`src/rtl/storeq_alloc_ctl.sv`:
```
// Store-queue allocation control: circular in-order alloc/free, elder matrix, mempipe grant arbitration.
// Define STQ_AGE_ARB_EN for oldest-first grant; otherwise the grant goes to the lowest requesting index.

module storeq_alloc_ent (
   input  logic clk,
   input  logic reset,
   input  logic alloc_set,
   input  logic flush,
   input  logic keep,
   input  logic e_valid,
   output logic occ,
   output logic freed
);
   logic seen, hold;

   // seen covers the one-cycle gap between the alloc strobe and the entry raising valid
   assign freed = occ & seen & ~e_valid;
   assign hold  = ~freed & (~flush | keep);

   always_ff @(posedge clk) begin
      if (reset) begin
         occ  <= 1'b0;
         seen <= 1'b0;
      end else if (alloc_set) begin
         occ  <= 1'b1;
         seen <= 1'b0;
      end else begin
         occ  <= occ & hold;
         seen <= (seen | e_valid) & hold;
      end
   end
endmodule

module storeq_alloc_ctl #(
   parameter int STQ_NUM_ENTRIES = 8,
   parameter int ID_W            = $clog2(STQ_NUM_ENTRIES)
) (
   input  logic                                       clk,
   input  logic                                       reset,
   input  logic                                       alloc_req_rs0,
   output logic                                       stq_full_rs0,
   output logic [ID_W-1:0]                            alloc_id_rs0,
   output logic [STQ_NUM_ENTRIES-1:0]                 e_alloc_rs0,
   input  logic [STQ_NUM_ENTRIES-1:0]                 e_valid,
   output logic [STQ_NUM_ENTRIES*STQ_NUM_ENTRIES-1:0] e_elders,
   input  logic [STQ_NUM_ENTRIES-1:0]                 e_pipe_req_mm0,
   input  logic                                       pipe_stall_mm0,
   output logic [STQ_NUM_ENTRIES-1:0]                 e_pipe_gnt_mm0,
   output logic                                       pipe_gnt_mm0,
   output logic [ID_W-1:0]                            pipe_gnt_id_mm0,
   input  logic                                       stq_flush_rb1,
   input  logic [STQ_NUM_ENTRIES-1:0]                 stq_flush_keep
);
   localparam int N = STQ_NUM_ENTRIES;

   logic [ID_W-1:0]         head, tail;
   logic [ID_W:0]           count, kept_cnt;
   logic [N-1:0]            occ, freed, head_oh, cand;
   logic [N-1:0][ID_W-1:0]  age;
   logic                    alloc_fire, head_free, found;

   assign stq_full_rs0 = (count == (ID_W+1)'(N));
   assign alloc_id_rs0 = tail;
   assign alloc_fire   = alloc_req_rs0 & ~stq_full_rs0 & ~stq_flush_rb1 & ~reset;
   assign e_alloc_rs0  = alloc_fire ? (N'(1) << tail) : '0;
   assign head_oh      = N'(1) << head;
   assign head_free    = |(freed & head_oh);

   generate
      for (genvar gi = 0; gi < N; gi++) begin : g_ent
         storeq_alloc_ent u_ent (
            .clk       (clk),
            .reset     (reset),
            .alloc_set (e_alloc_rs0[gi]),
            .flush     (stq_flush_rb1),
            .keep      (stq_flush_keep[gi]),
            .e_valid   (e_valid[gi]),
            .occ       (occ[gi]),
            .freed     (freed[gi])
         );
         assign age[gi] = ID_W'(gi) - head;
         for (genvar gj = 0; gj < N; gj++) begin : g_eld
            assign e_elders[gi*N+gj] = occ[gi] & occ[gj] & (age[gj] < age[gi]);
         end
      end
   endgenerate

   // survivors of a flush exclude a head entry freeing in the same cycle
   always_comb begin
      kept_cnt = '0;
      for (int i = 0; i < N; i++)
         kept_cnt = kept_cnt + (ID_W+1)'(occ[i] & stq_flush_keep[i] & ~freed[i]);
   end

   always_ff @(posedge clk) begin
      if (reset) begin
         head  <= '0;
         tail  <= '0;
         count <= '0;
      end else begin
         head <= head + ID_W'(head_free);
         if (stq_flush_rb1) begin
            count <= kept_cnt;
            tail  <= head + ID_W'(head_free) + kept_cnt[ID_W-1:0];
         end else begin
            count <= count + (ID_W+1)'(alloc_fire) - (ID_W+1)'(head_free);
            tail  <= tail + ID_W'(alloc_fire);
         end
      end
   end

   assign cand = e_pipe_req_mm0 & occ;

`ifdef STQ_AGE_ARB_EN
   logic [ID_W-1:0] idx;
   always_comb begin
      e_pipe_gnt_mm0  = '0;
      pipe_gnt_id_mm0 = '0;
      found           = 1'b0;
      idx             = '0;
      for (int k = 0; k < N; k++) begin
         idx = head + ID_W'(k);
         if (!found && !pipe_stall_mm0 && cand[idx]) begin
            found           = 1'b1;
            e_pipe_gnt_mm0  = N'(1) << idx;
            pipe_gnt_id_mm0 = idx;
         end
      end
   end
`else
   always_comb begin
      e_pipe_gnt_mm0  = '0;
      pipe_gnt_id_mm0 = '0;
      found           = 1'b0;
      for (int k = 0; k < N; k++) begin
         if (!found && !pipe_stall_mm0 && cand[k]) begin
            found           = 1'b1;
            e_pipe_gnt_mm0  = N'(1) << k;
            pipe_gnt_id_mm0 = ID_W'(k);
         end
      end
   end
`endif

   assign pipe_gnt_mm0 = found;

`ifndef SYNTHESIS
   always_ff @(posedge clk) begin
      if (!reset) assert ((freed & ~head_oh) == '0);
   end
`endif
endmodule

```
`config.mk`:
```
export PLATFORM = sky130hd
export DESIGN_NAME = storeq_alloc_ctl
export DESIGN_NICKNAME = d
export VERILOG_FILES = /design/src/rtl/storeq_alloc_ctl.sv
export SDC_FILE = /design/constraint.sdc
export NUM_CORES = 1
export LEC_CHECK = 0
export ABC_AREA = 1
export BUFFER_PORTS_ARGS = -buffer_cell sky130_fd_sc_hd__buf_2
export CORE_MARGIN = 2
export CORE_UTILIZATION = 55
export CTS_CLUSTER_DIAMETER = 200
export DETAILED_ROUTE_END_ITERATION = 8
export GPL_TIMING_DRIVEN = 0
export PLACE_DENSITY = 0.92
export RECOVER_POWER = 25
export REMOVE_ABC_BUFFERS = 1
export SLEW_MARGIN = 40
export SYNTH_ARGS = -nofsm -noshare
export SYNTH_HDL_FRONTEND = slang
export SYNTH_SLANG_ARGS = --single-unit
```
`constraint.sdc`:
```
create_clock -name clk -period 11.5 [get_ports clk]
set_input_delay 0 -clock clk [delete_from_list [all_inputs] [get_ports clk]]
set_output_delay 0 -clock clk [all_outputs]
set_load 0.05 [all_outputs]
```
======== Yosys cells after proc, flatten, opt, wreduce, memory -nomap -nowiden ========
Index checks and enable logic that the tools add are counted.
storage, ports and cells
  logic and storage cells ................. 368
  register bits ........................... 26
cells by class
  reductions and logical operators ........ 32
  equality and inequality tests ........... 1
  magnitude comparators ................... 64
  multiplexer cells ....................... 34
  shift operators ......................... 2
  bitwise gates (word level) .............. 196
  $add $sub $neg .......................... 20
operators by type and width
  cell                 count
  $lt 3x3->1           64
  $and 1x1->1          143
  $and 1x4->4          8
  $mux 8               4
  $not 1->4            8
  $add 4x4->4          7
  $not 1->1            19
  $mux 1               18
  $mux 3               6
  $and 8x8->8          2
  $or 1x1->1           16
  $reduce_or 2->1      8
  $shl 1x3->8 const A  2
  $logic_and 1x1->1    15
  $sub 3x3->3 const A  4
  $logic_not 1->1      8
  $mux 4               2
  $reduce_or 8->1      1
  $add 3x1->3          2
  $mux 2               3
  $sub 1x3->3 const A  2
  $sub 2x3->3 const A  2
  $mux 5               1
  $add 4x1->4          1
  3 further kinds      3

======== Depth between registers and ports, before layout ========
Gate-level depths: netlist (run 1).
  word-level depth ........................ 31
  mapped depth ............................ 18
  mapped depth without buffers ............ 18

======== Hierarchy ========
From an unflattened synthesis (run 1), not the netlist that was laid out.
unflattened totals
  cell total of the unflattened synthesis .. 473
  area total of the unflattened synthesis .. 3229.3 µm²
by module, submodules not included
  module            area each (µm²)  instances  cells an instance
  storeq_alloc_ctl  2368.5           1          353
  storeq_alloc_ent  107.6            8          15

======== Worst setup path before layout (run 1) ========
OpenSTA, ideal clock, no wires.
  path type ............................... register -> register
  start ................................... reg g_ent[3].u_ent.occ
  end ..................................... reg tail[2], in the netlist alloc_id_rs0[2]
  buffers on the path ..................... 0
  stages on the path, launching flop included .. 17
  data arrival time ....................... 4.023 ns
  slack ................................... 7.364 ns
  path through ............................ dfxtp_1 -> clkinv_1 -> nor3_1 -> fa_1 -> inv_1 -> fa_1 -> fa_1 -> inv_1 -> ha_1 -> fa_1 -> inv_1 -> fa_1 -> or2_2 -> nand2_1 -> nand2_1 -> nand3_1 -> nand2_1
between the ends
  cells in the longest elaborated chain, start to end .. 11
  elaborated cells between the ends (all ways) .. 15
  those cells by class .................... add/sub: 7; mux: 1; bitwise: 6; reduce/logical: 1
ends and longest elaborated chain
  element                    RTL line  source
  start: declaration         11        output logic occ,
  start signal: assignment   28        occ <= occ & hold;
  $and 1x1->1 (2 in series)  17        assign freed = occ & seen & ~e_valid;
  $not 1->4                  92        kept_cnt = kept_cnt + (ID_W+1)'(occ[i] & stq_flush_keep[i] & ~freed[i]);
  $and 1x4->4                92
  $add 4x4->4 (5 in series)  92
  $add 3x3->3 (*)            104       tail <= head + ID_W'(head_free) + kept_cnt[ID_W-1:0];
  $mux 3 (*)                 102       if (stq_flush_rb1) begin
  end signal: assignment     104
  end signal: assignment     107       tail <= tail + ID_W'(alloc_fire);
  end: declaration           56        logic [ID_W-1:0] head, tail;
Mark *: on every way between the ends. The rest lies on a longest branch, timed or not.
A chain may end at the register's enable or synchronous reset.

======== Worst setup path in the final report (run 1) ========
Same ends and word-level chain as after synthesis.

==> impl_metrics.tcl, run 1 <==
set metrics [dict create \
    critical_path.startpoint_type "flip-flop" \
    area_fraction_in_compound_gates_after_synthesis 0.110 \
    critical_path.top_delay_family "adder cells" \
    cts_setup_buffers 0 \
    gp_routability_congestion 0.928 \
    num-fill-cells 490 \
    fp-row-count 27 \
    power_per_cell_area_nw_per_um2 58.1 \
    crit_buf_inv 4 \
    cts-root-to-sink-buffers 2 \
    maximum_number_of_pins_on_one_net_before_global_route_repair 16 \
    synthMuxAreaShare 0 \
    worstPathRequired_ns 11.69 \
    grt_antenna_before_repair 0 \
    timing.critical_path.fanout_max 10 \
    port_buffers 108 \
    place.detailed.instances 624 \
    grt-ovfl-total 0 \
    drtAntennaViolNets 0 \
    crit_cells 16 \
    number_of_top_level_design_ports 117 \
    fin_skew_ns 0.00720 \
    path_clk_slew_ns 0.10 \
    dpl.hpwl_um 7290 \
    cap_viol_max_count 0 \
    grt_pass1_vias 3251 \
    grt_first_pass_wirelength_um 14600 \
    chipWidth_um 80.0 \
    number_of_detailed_route_iterations_in_the_first_pass 7 \
    timing_hold_violations_final 0 \
    instances_no_fill 629 \
    dr_total_vias 3398 \
    initial_utilization 0.573 \
    post_synth_fa_ha_maj_area_fraction 0.219 \
    async_reset_ff_frac 0 \
    layout-drive-gt1-share 0.215 \
    syn-instance-count 462 \
    design.core.area_um2 5540 \
    crit_path_frequent_cell "fa_1" \
    timing_max_transition_violations_final 0 \
    synth_sequential_area_ratio 0.164 \
    p_leak_nw 2.33 \
    layout_setup_ws_ns 6.70 \
    synthesis.area_per_instance_um2 6.87 \
    routed_via_density 5.40 \
    grt_setup_unrepaired "false" \
    share_of_the_cycle_needed_by_the_critical_path_after_routing 0.417 \
    reg2reg_depth 16 \
    finalWorstPathRequiredPeriod_ns 4.80 \
    ys.flop_type "dfxtp_1" \
    die_y_um 80.0 \
    totalNegativeSetupSlack_ns 0 \
    drt_wl_total_um 9030 \
    setup-violations-final 0 \
    h_tree_lvls 1 \
    cts.root.buffer_cell "clkbuf_8" \
    postCtsResizedCells 0 \
    tritoncts "built" \
    tritoncts_buffers 3 \
    synth_xor_area_frac 0.0193 \
    synth_top_family_by_area "simple AND/OR/NAND/NOR gates" \
    post-place-ws_ns 6.78 \
    finalNetCount 639 \
    timing.critical_path.to_type "flip-flop" \
    yosys.cell_types.count 43 \
    achievable-frequency_mhz 208 \
    max_slew_margin 0.571 \
    floorplan.die_area_um2 6390 \
    grtUsageTotal 0.287 \
    drt-initial-drc-count 215 \
    worstPathCellList "clkinv_1 > nor3_1 > fa_1 > inv_1 > fa_1 > fa_1 > inv_1 > ha_1 > fa_1 > inv_1 > fa_1 > or2_2 > nand2_1 > nand2_1 > nand3_1 > nand2_1" \
    synthesis_warnings 0 \
    drcViolationCount 0 \
    peakVddDrop_mv 0.0561 \
    largest_stage_delay_on_the_critical_path_ns 0.58 \
    worstSetupPathType "reg2reg" \
    synth_edf_count 0 \
    post_synth_and_or_nand_nor_area_fraction 0.308 \
    run_status "finished, final reports clean" \
    worst_hold_path_type "in2reg" \
    clock_latency_late_sink_ns 0.28 \
    register_area_um2 520 \
    crit_path_top_delay_cell "dfxtp_1" \
    hold_depth 3 \
    postLayoutCoreUtil 0.661 \
    clock_sinks 26 \
    worst-endpoint-arrival_ns 4.98 \
    tightest_slew_ns 0.642 \
    postSynthRegisterBits 26 \
    multiInputGateArea_um2 2060 \
    routed_wire_length_per_instance_um 14.3 \
    mapped_area_um2 3170 \
    area_growth_syn_to_layout_pct 15.5 \
    insertedDiodeCount 0 \
]
-- registers in the layout, indices dropped and copies added, names as in the netlist --
register          flops
count                 4
g_ent.u_ent.seen      8
g_ent.u_ent.occ       8
head                  3
alloc_id_rs0          3
-- path summary, 6_finish.rpt --
kind / startpoint / to / slack (ns)
setup / recovery: g_ent[3].u_ent.occ$_SDFF_PP0_ / alloc_id_rs0[2]$_SDFF_PP0_ / 6.70
hold / removal: e_valid[5] / g_ent[5].u_ent.seen$_SDFF_PP0_ / 0.02
setup reg to reg: g_ent[3].u_ent.occ$_SDFF_PP0_ / alloc_id_rs0[2]$_SDFF_PP0_ / 6.70
hold reg to reg: g_ent[7].u_ent.seen$_SDFF_PP0_ / g_ent[7].u_ent.seen$_SDFF_PP0_ / 0.55
-- worst register-to-register path, stage by stage, from the launching register on --
cell      delay [ns]
dfxtp_1         0.58
clkinv_1        0.43
nor3_1          0.37
fa_1            0.46
inv_1           0.09
fa_1            0.42
fa_1            0.55
inv_1           0.05
ha_1            0.23
fa_1            0.49
inv_1           0.07
fa_1            0.40
or2_2           0.32
nand2_1         0.07
nand2_1         0.06
nand3_1         0.06
nand2_1         0.05
-- kinds of logic after synthesis --
family	after synthesis
simple gates	200
compound gates	53
other cells	1
fa+ha+maj	52
buf+inv	123
flops	26
xor+xnor	7
-- synthesized netlist by cell type (3+ instances only) --
library cell | number | area share
inv_1 | 90 | 0.11
nand2_1 | 58 | 0.069
nor2_1 | 47 | 0.056
ha_1 | 46 | 0.18
nor3_1 | 29 | 0.046
dfxtp_1 | 26 | 0.16
nand3_1 | 24 | 0.038
and3_1 | 22 | 0.043
buf_4 | 20 | 0.047
o21ai_0 | 16 | 0.025
a21oi_1 | 11 | 0.017
o21bai_1 | 8 | 0.019
fa_1 | 6 | 0.038
nand4_1 | 5 | 0.0099
xor2_1 | 5 | 0.014
o211ai_1 | 4 | 0.0095
buf_2 | 3 | 0.0047
inv_2 | 3 | 0.0035
nand2_2 | 3 | 0.0059
o221ai_1 | 3 | 0.0083
-- per-layer routing --
layer | GRT usage | share of wire
met1 | 0.337 | 0.40
met2 | 0.496 | 0.47
met3 | 0.0509 | 0.084
met4 | 0.144 | 0.041
met5 | 0 | 0
-- repair_timing --
action                                  4_1_cts  5_1_grt
endpoints found under the hold margin         1        0
endpoints found under the setup margin        0        0
hold buffers                                  1        0
-- placed cells by master (no fill, tap or decap), drive strengths merged, types with 2 or more instances in the layout --
cell / synthesis / final
fa: 6 / 6
nand4: 5 / 5
xnor2: 2 / 2
xor2: 5 / 5
nor2: 49 / 49
o211ai: 5 / 5
conb: 1 / 8
buf: 24 / 99
nand2: 63 / 63
or2: 2 / 2
dfxtp: 26 / 26
clkbuf: 1 / 12
nand3: 27 / 27
a21oi: 13 / 13
a22o: 2 / 2
and3: 22 / 22
inv: 95 / 95
o22ai: 2 / 2
ha: 46 / 46
nor3: 31 / 31
clkinv: 3 / 3
o221ai: 3 / 3
o21ai: 16 / 16
o21bai: 8 / 8
-- area by class of cell --
class / instances / share of cell area
Clock buffer: 3 / 0.0113
Clock inverter: 1 / 0.00819
Inverter: 98 / 0.105
Multi-Input combinational cell: 320 / 0.562
Sequential cell: 26 / 0.142
Tap cell: 72 / 0.0246
Timing Repair Buffer: 109 / 0.147
-- report_power, final --
group / switching (mW) / internal, mW
sequential: 0.00320 / 0.0931
clock: 0.0312 / 0.0467
combinational: 0.0271 / 0.0116
total: 0.0615 / 0.151
-- through the flow --
| stage | hold WS (ns) | cell area (um2) | power [mW] |
|---|---|---|---|
| after floorplan | 0.0624 | 3020 | 0.124 |
| after global placement | 0.239 | 3650 | 0.136 |
| after detailed placement | 0.250 | 3650 | 0.137 |
| after CTS | 0.0122 | 3730 | 0.215 |
| after global routing | 0.0359 | 3660 | 0.221 |
| final | 0.0241 | 3660 | 0.213 |
(Power assumes the default switching activity.)
==> run 2, diff against run 1 <==
--- a/config.mk
+++ b/config.mk
@@ -8,11 +8,11 @@
 export ABC_AREA = 1
 export BUFFER_PORTS_ARGS = -buffer_cell sky130_fd_sc_hd__buf_2
 export CORE_MARGIN = 2
-export CORE_UTILIZATION = 55
+export CORE_UTILIZATION = 46
 export CTS_CLUSTER_DIAMETER = 200
 export DETAILED_ROUTE_END_ITERATION = 8
 export GPL_TIMING_DRIVEN = 0
-export PLACE_DENSITY = 0.92
+export PLACE_DENSITY = 0.82
 export RECOVER_POWER = 25
 export REMOVE_ABC_BUFFERS = 1
 export SLEW_MARGIN = 40
==> constraint.sdc (replaced) <==
create_clock -name clk -period 4.4 [get_ports clk]
set_input_delay 0 -clock clk [delete_from_list [all_inputs] [get_ports clk]]
set_output_delay 0 -clock clk [all_outputs]
set_load 0.05 [all_outputs]
==> run 2 against run 1 <==
Effect of this change: register-to-register slack worse by 6.5 ns; clock skew is 0.0044 ns lower; critical path depth is 1 higher; sequential power grew to 2.6 times the previous value.
==> impl_metrics.tcl, run 2 (synthesis results as in run 1) <==
set metrics [dict create \
    worstSetupPathType "reg2reg" \
    design.core.area_um2 6720 \
    run_status "finished, final reports clean" \
    crit_path_frequent_cell "fa_1" \
    power_per_cell_area_nw_per_um2 129 \
    timing.hold.ws_ns 0.0612 \
    clock_latency_late_sink_ns 0.26 \
    drtAntennaViolNets 0 \
    place.detailed.instances 632 \
    h_tree_lvls 1 \
    dpl.hpwl_um 7340 \
    crit_path_top_delay_cell "fa_1" \
    layout_commonest_cell "buf_2" \
    dr_total_vias 3318 \
    cts-root-to-sink-buffers 2 \
    number_of_detailed_route_iterations_in_the_first_pass 5 \
    grt_first_pass_wirelength_um 14300 \
    peakVddDrop_mv 0.132 \
    largest_stage_delay_on_the_critical_path_ns 0.55 \
    finalWorstPathRequiredPeriod_ns 4.21 \
    timing_max_transition_violations_final 0 \
    num-fill-cells 642 \
    drt-initial-drc-count 206 \
    worst_hold_path_type "in2reg" \
    worstPathRequired_ns 4.57 \
    drt_wl_total_um 9030 \
    grt_pass1_vias 3055 \
    tritoncts_buffers 3 \
    floorplan.die_area_um2 7580 \
    timing.critical_path.fanout_max 9 \
    path_clk_slew_ns 0.08 \
    fp-row-count 30 \
    worstPathCellList "nand2_1 > nor2_2 > nor3_2 > fa_1 > inv_1 > fa_1 > fa_1 > inv_1 > ha_1 > fa_1 > inv_1 > fa_1 > or2_2 > nand2_1 > nand2_1 > nand3_1 > nand2_1" \
    instances_no_fill 642 \
    setup-violations-final 0 \
    worst-endpoint-arrival_ns 4.38 \
    chipWidth_um 87.1 \
    cts.root.buffer_cell "clkbuf_8" \
    critical_path.startpoint_type "flip-flop" \
    layout_common_cells "100 x buf_2, 89 x inv_1, 58 x nand2_1" \
    die_y_um 87.1 \
    ff2ff_setup_slack_ns 0.19 \
    tritoncts "built" \
    drcViolationCount 0 \
    cap_viol_max_count 0 \
    initial_utilization 0.472 \
    max_slew_margin 0.581 \
    port_buffers 108 \
    routed_wire_length_per_instance_um 14.1 \
    clock_sinks 26 \
    achievable-frequency_mhz 237 \
    tightest_slew_ns 0.627 \
    fin_skew_ns 0.00279 \
    insertedDiodeCount 0 \
    maximum_number_of_pins_on_one_net_before_global_route_repair 16 \
    routed_via_density 5.17 \
    number_of_top_level_design_ports 117 \
    grtUsageTotal 0.234 \
    grt-ovfl-total 0 \
    grt_antenna_before_repair 0 \
    finalNetCount 645 \
    area_growth_syn_to_layout_pct 17.9 \
    gp_routability_congestion 0.937 \
    timing_hold_violations_final 0 \
    p_leak_nw 2.35 \
    share_of_the_cycle_needed_by_the_critical_path_after_routing 0.957 \
    layout-drive-gt1-share 0.244 \
    biggestRegsByFlops "g_ent.u_ent.occ: 8 flops, g_ent.u_ent.seen: 8 flops, count: 4 flops" \
    timing.critical_path.to_type "flip-flop" \
]
run 2: cell types whose count changed in the layout (fill, tap and decap cells not counted), sizes merged:
cell / previous run / this run
clkbuf: 12 / 11
dlygate4sd3: 1 / 2
bufinv: 1 / 0
buf: 99 / 105
clkinvlp: 0 / 1
clkinv: 3 / 2
run 2: stage by stage:
stage	cell area (um2)	util	TNS (ns)	power, mW	setup slack [ns]
3_5_place_dp	3660	0.545	-0.274	0.358	-0.274
5_1_grt	3740	0.557	-0.00503	0.506	-0.00503
2_1_floorplan	3020	-	0	0.324	0.264
3_3_place_gp	3660	0.545	-0.229	0.355	-0.229
6_report	3740	0.557	0	0.483	0.189
4_1_cts	3740	0.557	0	0.494	0.0255
run 2: worst max-delay path, delay by kind of cell, from the launching register on:
family                     cells  cell delay (ns)
adders and majority gates      6             2.68
buffers and inverters          3             0.18
DFF                            1             0.43
and+or+nand+nor                8             0.83
run 2: path summary, 6_finish.rpt:
kind / end / depth (start not counted) / from
hold reg to reg: g_ent[7].u_ent.seen$_SDFF_PP0_ / 2 / g_ent[7].u_ent.seen$_SDFF_PP0_
setup / recovery: alloc_id_rs0[2]$_SDFF_PP0_ / 17 / g_ent[3].u_ent.occ$_SDFF_PP0_
hold / removal: g_ent[4].u_ent.seen$_SDFF_PP0_ / 5 / e_valid[4]
setup reg to reg: alloc_id_rs0[2]$_SDFF_PP0_ / 17 / g_ent[3].u_ent.occ$_SDFF_PP0_
run 2: final cells by class:
type	instances	area, um2	share of cell area
sequential	26	533	0.142
multi-input combinational	320	2090	0.558
inverter	98	392	0.105
timing repair buffer	115	588	0.157
clock buffer	3	41.3	0.0110
tap	80	100	0.0267
run 2: layer usage:
layer / global-route usage / part of all wire / vias up
met4: 0.0398 / 0.0074 / 0
li1: - / - / 1671
met5: 0 / 0 / -
met1: 0.293 / 0.42 / 1487
met3: 0.0322 / 0.078 / 7
met2: 0.429 / 0.50 / 153
run 2: power by group:
part / leakage, nW / total (mW) / switching (mW) / internal (mW)
Combinational: 2.12 / 0.102 / 0.0706 / 0.0311
Sequential: 0.215 / 0.250 / 0.00790 / 0.242
Clock: 0.0216 / 0.132 / 0.0705 / 0.0613
Total: 2.35 / 0.483 / 0.149 / 0.334
run 2: repair_timing:
action,CTS,global route
endpoints found under the hold margin,2,0
hold buffers,2,0
setup buffers,1,4
endpoints found under the setup margin,1,1
resized for setup,6,9
==> run 3, diff against run 2 <==
--- a/config.mk
+++ b/config.mk
@@ -7,8 +7,9 @@
 export LEC_CHECK = 0
 export ABC_AREA = 1
 export BUFFER_PORTS_ARGS = -buffer_cell sky130_fd_sc_hd__buf_2
-export CORE_MARGIN = 2
-export CORE_UTILIZATION = 46
+export CELL_PAD_IN_SITES_DETAIL_PLACEMENT = 2
+export CELL_PAD_IN_SITES_GLOBAL_PLACEMENT = 2
+export CORE_UTILIZATION = 24
 export CTS_CLUSTER_DIAMETER = 200
 export DETAILED_ROUTE_END_ITERATION = 8
 export GPL_TIMING_DRIVEN = 0
==> run 3 against run 2 <==
Effect of this change: combinational power increased by 5%; design area increased by 4.4%; global-route usage decreased by 5.1 points; critical endpoint unchanged; register-to-register slack got worse by 0.04 ns; flip-flop and latch count unchanged; count of clock-buffer cells in the layout unchanged; final cell count increased by 14%; sequential share of layout area decreased by 0.60 points; clock power increased by 56%; routed wire length increased by 36%.
==> impl_metrics.tcl, run 3 (synthesis results as in run 1) <==
set metrics [dict create \
    timing.hold.ws_ns 0.0268 \
    timing.critical_path.fanout_max 2 \
    finalPower_mw 0.564 \
    finalWorstPathRequiredPeriod_ns 4.25 \
    biggestRegsByFlops "g_ent.u_ent.occ: 8 flops, g_ent.u_ent.seen: 8 flops, count: 4 flops" \
    setup.worst_path.start "g_ent[5].u_ent.occ$_SDFF_PP0_" \
    p_leak_nw 2.37 \
    initial_utilization 0.248 \
    layout_setup_ws_ns 0.147 \
    path_clk_slew_ns 0.07 \
    worst-endpoint-arrival_ns 4.42 \
    worstPathRequired_ns 4.56 \
    fin_skew_ns 0.00510 \
    clock_latency_late_sink_ns 0.26 \
    tightest_slew_ns 0.700 \
    routed_via_density 4.66 \
    insertedDiodeCount 0 \
    routed_wire_length_per_instance_um 16.8 \
    drtAntennaViolNets 0 \
    drt_wl_total_um 12300 \
    grt-ovfl-total 0 \
    gp_routability_congestion 0.819 \
    groute.layer.met3.usage 0.0206 \
    timing_hold_violations_final 0 \
    number_of_detailed_route_iterations_in_the_first_pass 4 \
    layout_commonest_cell "buf_2" \
    layout-drive-gt1-share 0.249 \
    finalNetCount 645 \
    timing.critical_path.to_type "flip-flop" \
    layout_common_cells "100 x buf_2, 88 x inv_1, 60 x nand2_1" \
    num-fill-cells 1548 \
    run_status "finished, final reports clean" \
    grt_setup_unrepaired "false" \
    reg2reg_depth 17 \
    cts-root-to-sink-buffers 2 \
    grtUsageMet2 0.353 \
    grt_first_pass_wirelength_um 19100 \
    grt_pass1_vias 3627 \
    die_y_um 117 \
    h_tree_lvls 1 \
    timing_max_transition_violations_final 0 \
    power_per_cell_area_nw_per_um2 144 \
    peakVddDrop_mv 0.115 \
    share_of_the_cycle_needed_by_the_critical_path_after_routing 0.967 \
    grt_antenna_before_repair 0 \
    gr-max-usage-layer "met2" \
    worst_hold_path_type "in2reg" \
    port_buffers 108 \
    maximum_number_of_pins_on_one_net_before_global_route_repair 16 \
    r2r-start "g_ent[5].u_ent.occ$_SDFF_PP0_" \
    achievable-frequency_mhz 235 \
    tritoncts "built" \
    fp-row-count 41 \
    setup-violations-final 0 \
    dr_total_vias 3423 \
    floorplan.die_area_um2 13700 \
    met1_usage 0.218 \
    number_of_top_level_design_ports 117 \
    instances_no_fill 734 \
    cts.root.buffer_cell "clkbuf_16" \
    postLayoutCoreUtil 0.306 \
    grtUsageTotal 0.183 \
    design.core.area_um2 12800 \
    clock_sinks 26 \
    ff2ff_setup_slack_ns 0.15 \
    area_growth_syn_to_layout_pct 23.1 \
    post-place-ws_ns -0.507 \
    cap_viol_max_count 0 \
    critical_path.startpoint_type "flip-flop" \
    chipWidth_um 117 \
    end_point_of_the_critical_path "alloc_id_rs0[2]$_SDFF_PP0_" \
    drt-initial-drc-count 119 \
    place.detailed.instances 724 \
    worst_r2r_dst "alloc_id_rs0[2]$_SDFF_PP0_" \
    max_slew_margin 0.533 \
    tritoncts_buffers 3 \
    drcViolationCount 0 \
    dpl.hpwl_um 10100 \
    worstSetupPathType "reg2reg" \
]
## run 3: cell count changes in the layout (fill, tap and decap cells not counted), moves of 2 or more
cell and change:
clkbuf_16 +3, fa_1 -2, nand2_1 +2, clkbuf_8 -3
nand2_2 -2, nor3_4 +2, fa_2 +2, nor3_2 -2
## run 3: worst min-delay path by stage
stage	from	end	slack, ns	cells after the start
after floorplan	reset	g_ent[5].u_ent.occ$_SDFF_PP0_	0.06	1
after global placement	e_valid[7]	g_ent[7].u_ent.seen$_SDFF_PP0_	0.24	3
after detailed placement	e_valid[7]	g_ent[7].u_ent.seen$_SDFF_PP0_	0.26	3
after CTS	e_valid[5]	g_ent[5].u_ent.seen$_SDFF_PP0_	0.02	3
after global routing	e_valid[5]	g_ent[5].u_ent.seen$_SDFF_PP0_	0.04	3
final	e_valid[5]	g_ent[5].u_ent.seen$_SDFF_PP0_	0.03	3
## run 3: per-layer routing
layer,part of all wire,up-vias
met3,0.042,9
met1,0.44,1665
met5,0,-
met4,0.0091,0
li1,-,1663
met2,0.51,86
## run 3: report_power, final
group	total, mW	internal (mW)	switching (mW)
sequential	0.250	0.242	0.00842
clock	0.206	0.121	0.0854
combinational	0.107	0.0313	0.0761
## run 3: cell type report
cell class              instances  area [um2]  area share
multi-input cells             320        2100       0.538
repair buffers                115         586       0.150
flip-flops and latches         26         533       0.136
inverters                      98         394       0.101
well taps                     172         215      0.0551
clock buffers                   3        75.1      0.0192
## run 3: worst max-delay path, cell delays in order (launching register included)
cell        delay, ns
dfxtp_4          0.37
clkinvlp_4       0.11
buf_4            0.16
nor3_4           0.18
fa_1             0.46
inv_2            0.10
fa_2             0.48
fa_1             0.53
inv_1            0.07
ha_2             0.20
fa_1             0.50
inv_1            0.08
fa_2             0.36
or2_2            0.31
nand2_1          0.07
nand2_1          0.05
nand3_1          0.07
nand2_1          0.05
## run 3: metrics by stage
stage / TNS, ns / cell area, um2
after floorplan: 0 / 3020
after global placement: -0.324 / 3770
after detailed placement: -0.695 / 3770
after CTS: 0 / 3930
after global routing: 0 / 3910
final: 0 / 3910
## run 3: repair_timing
action	CTS	global route
pin swaps	0	3
resized for setup	16	5
endpoints found under the hold margin	1	0
setup endpoints to repair	2	1
setup buffers	4	2
hold buffers	1	0
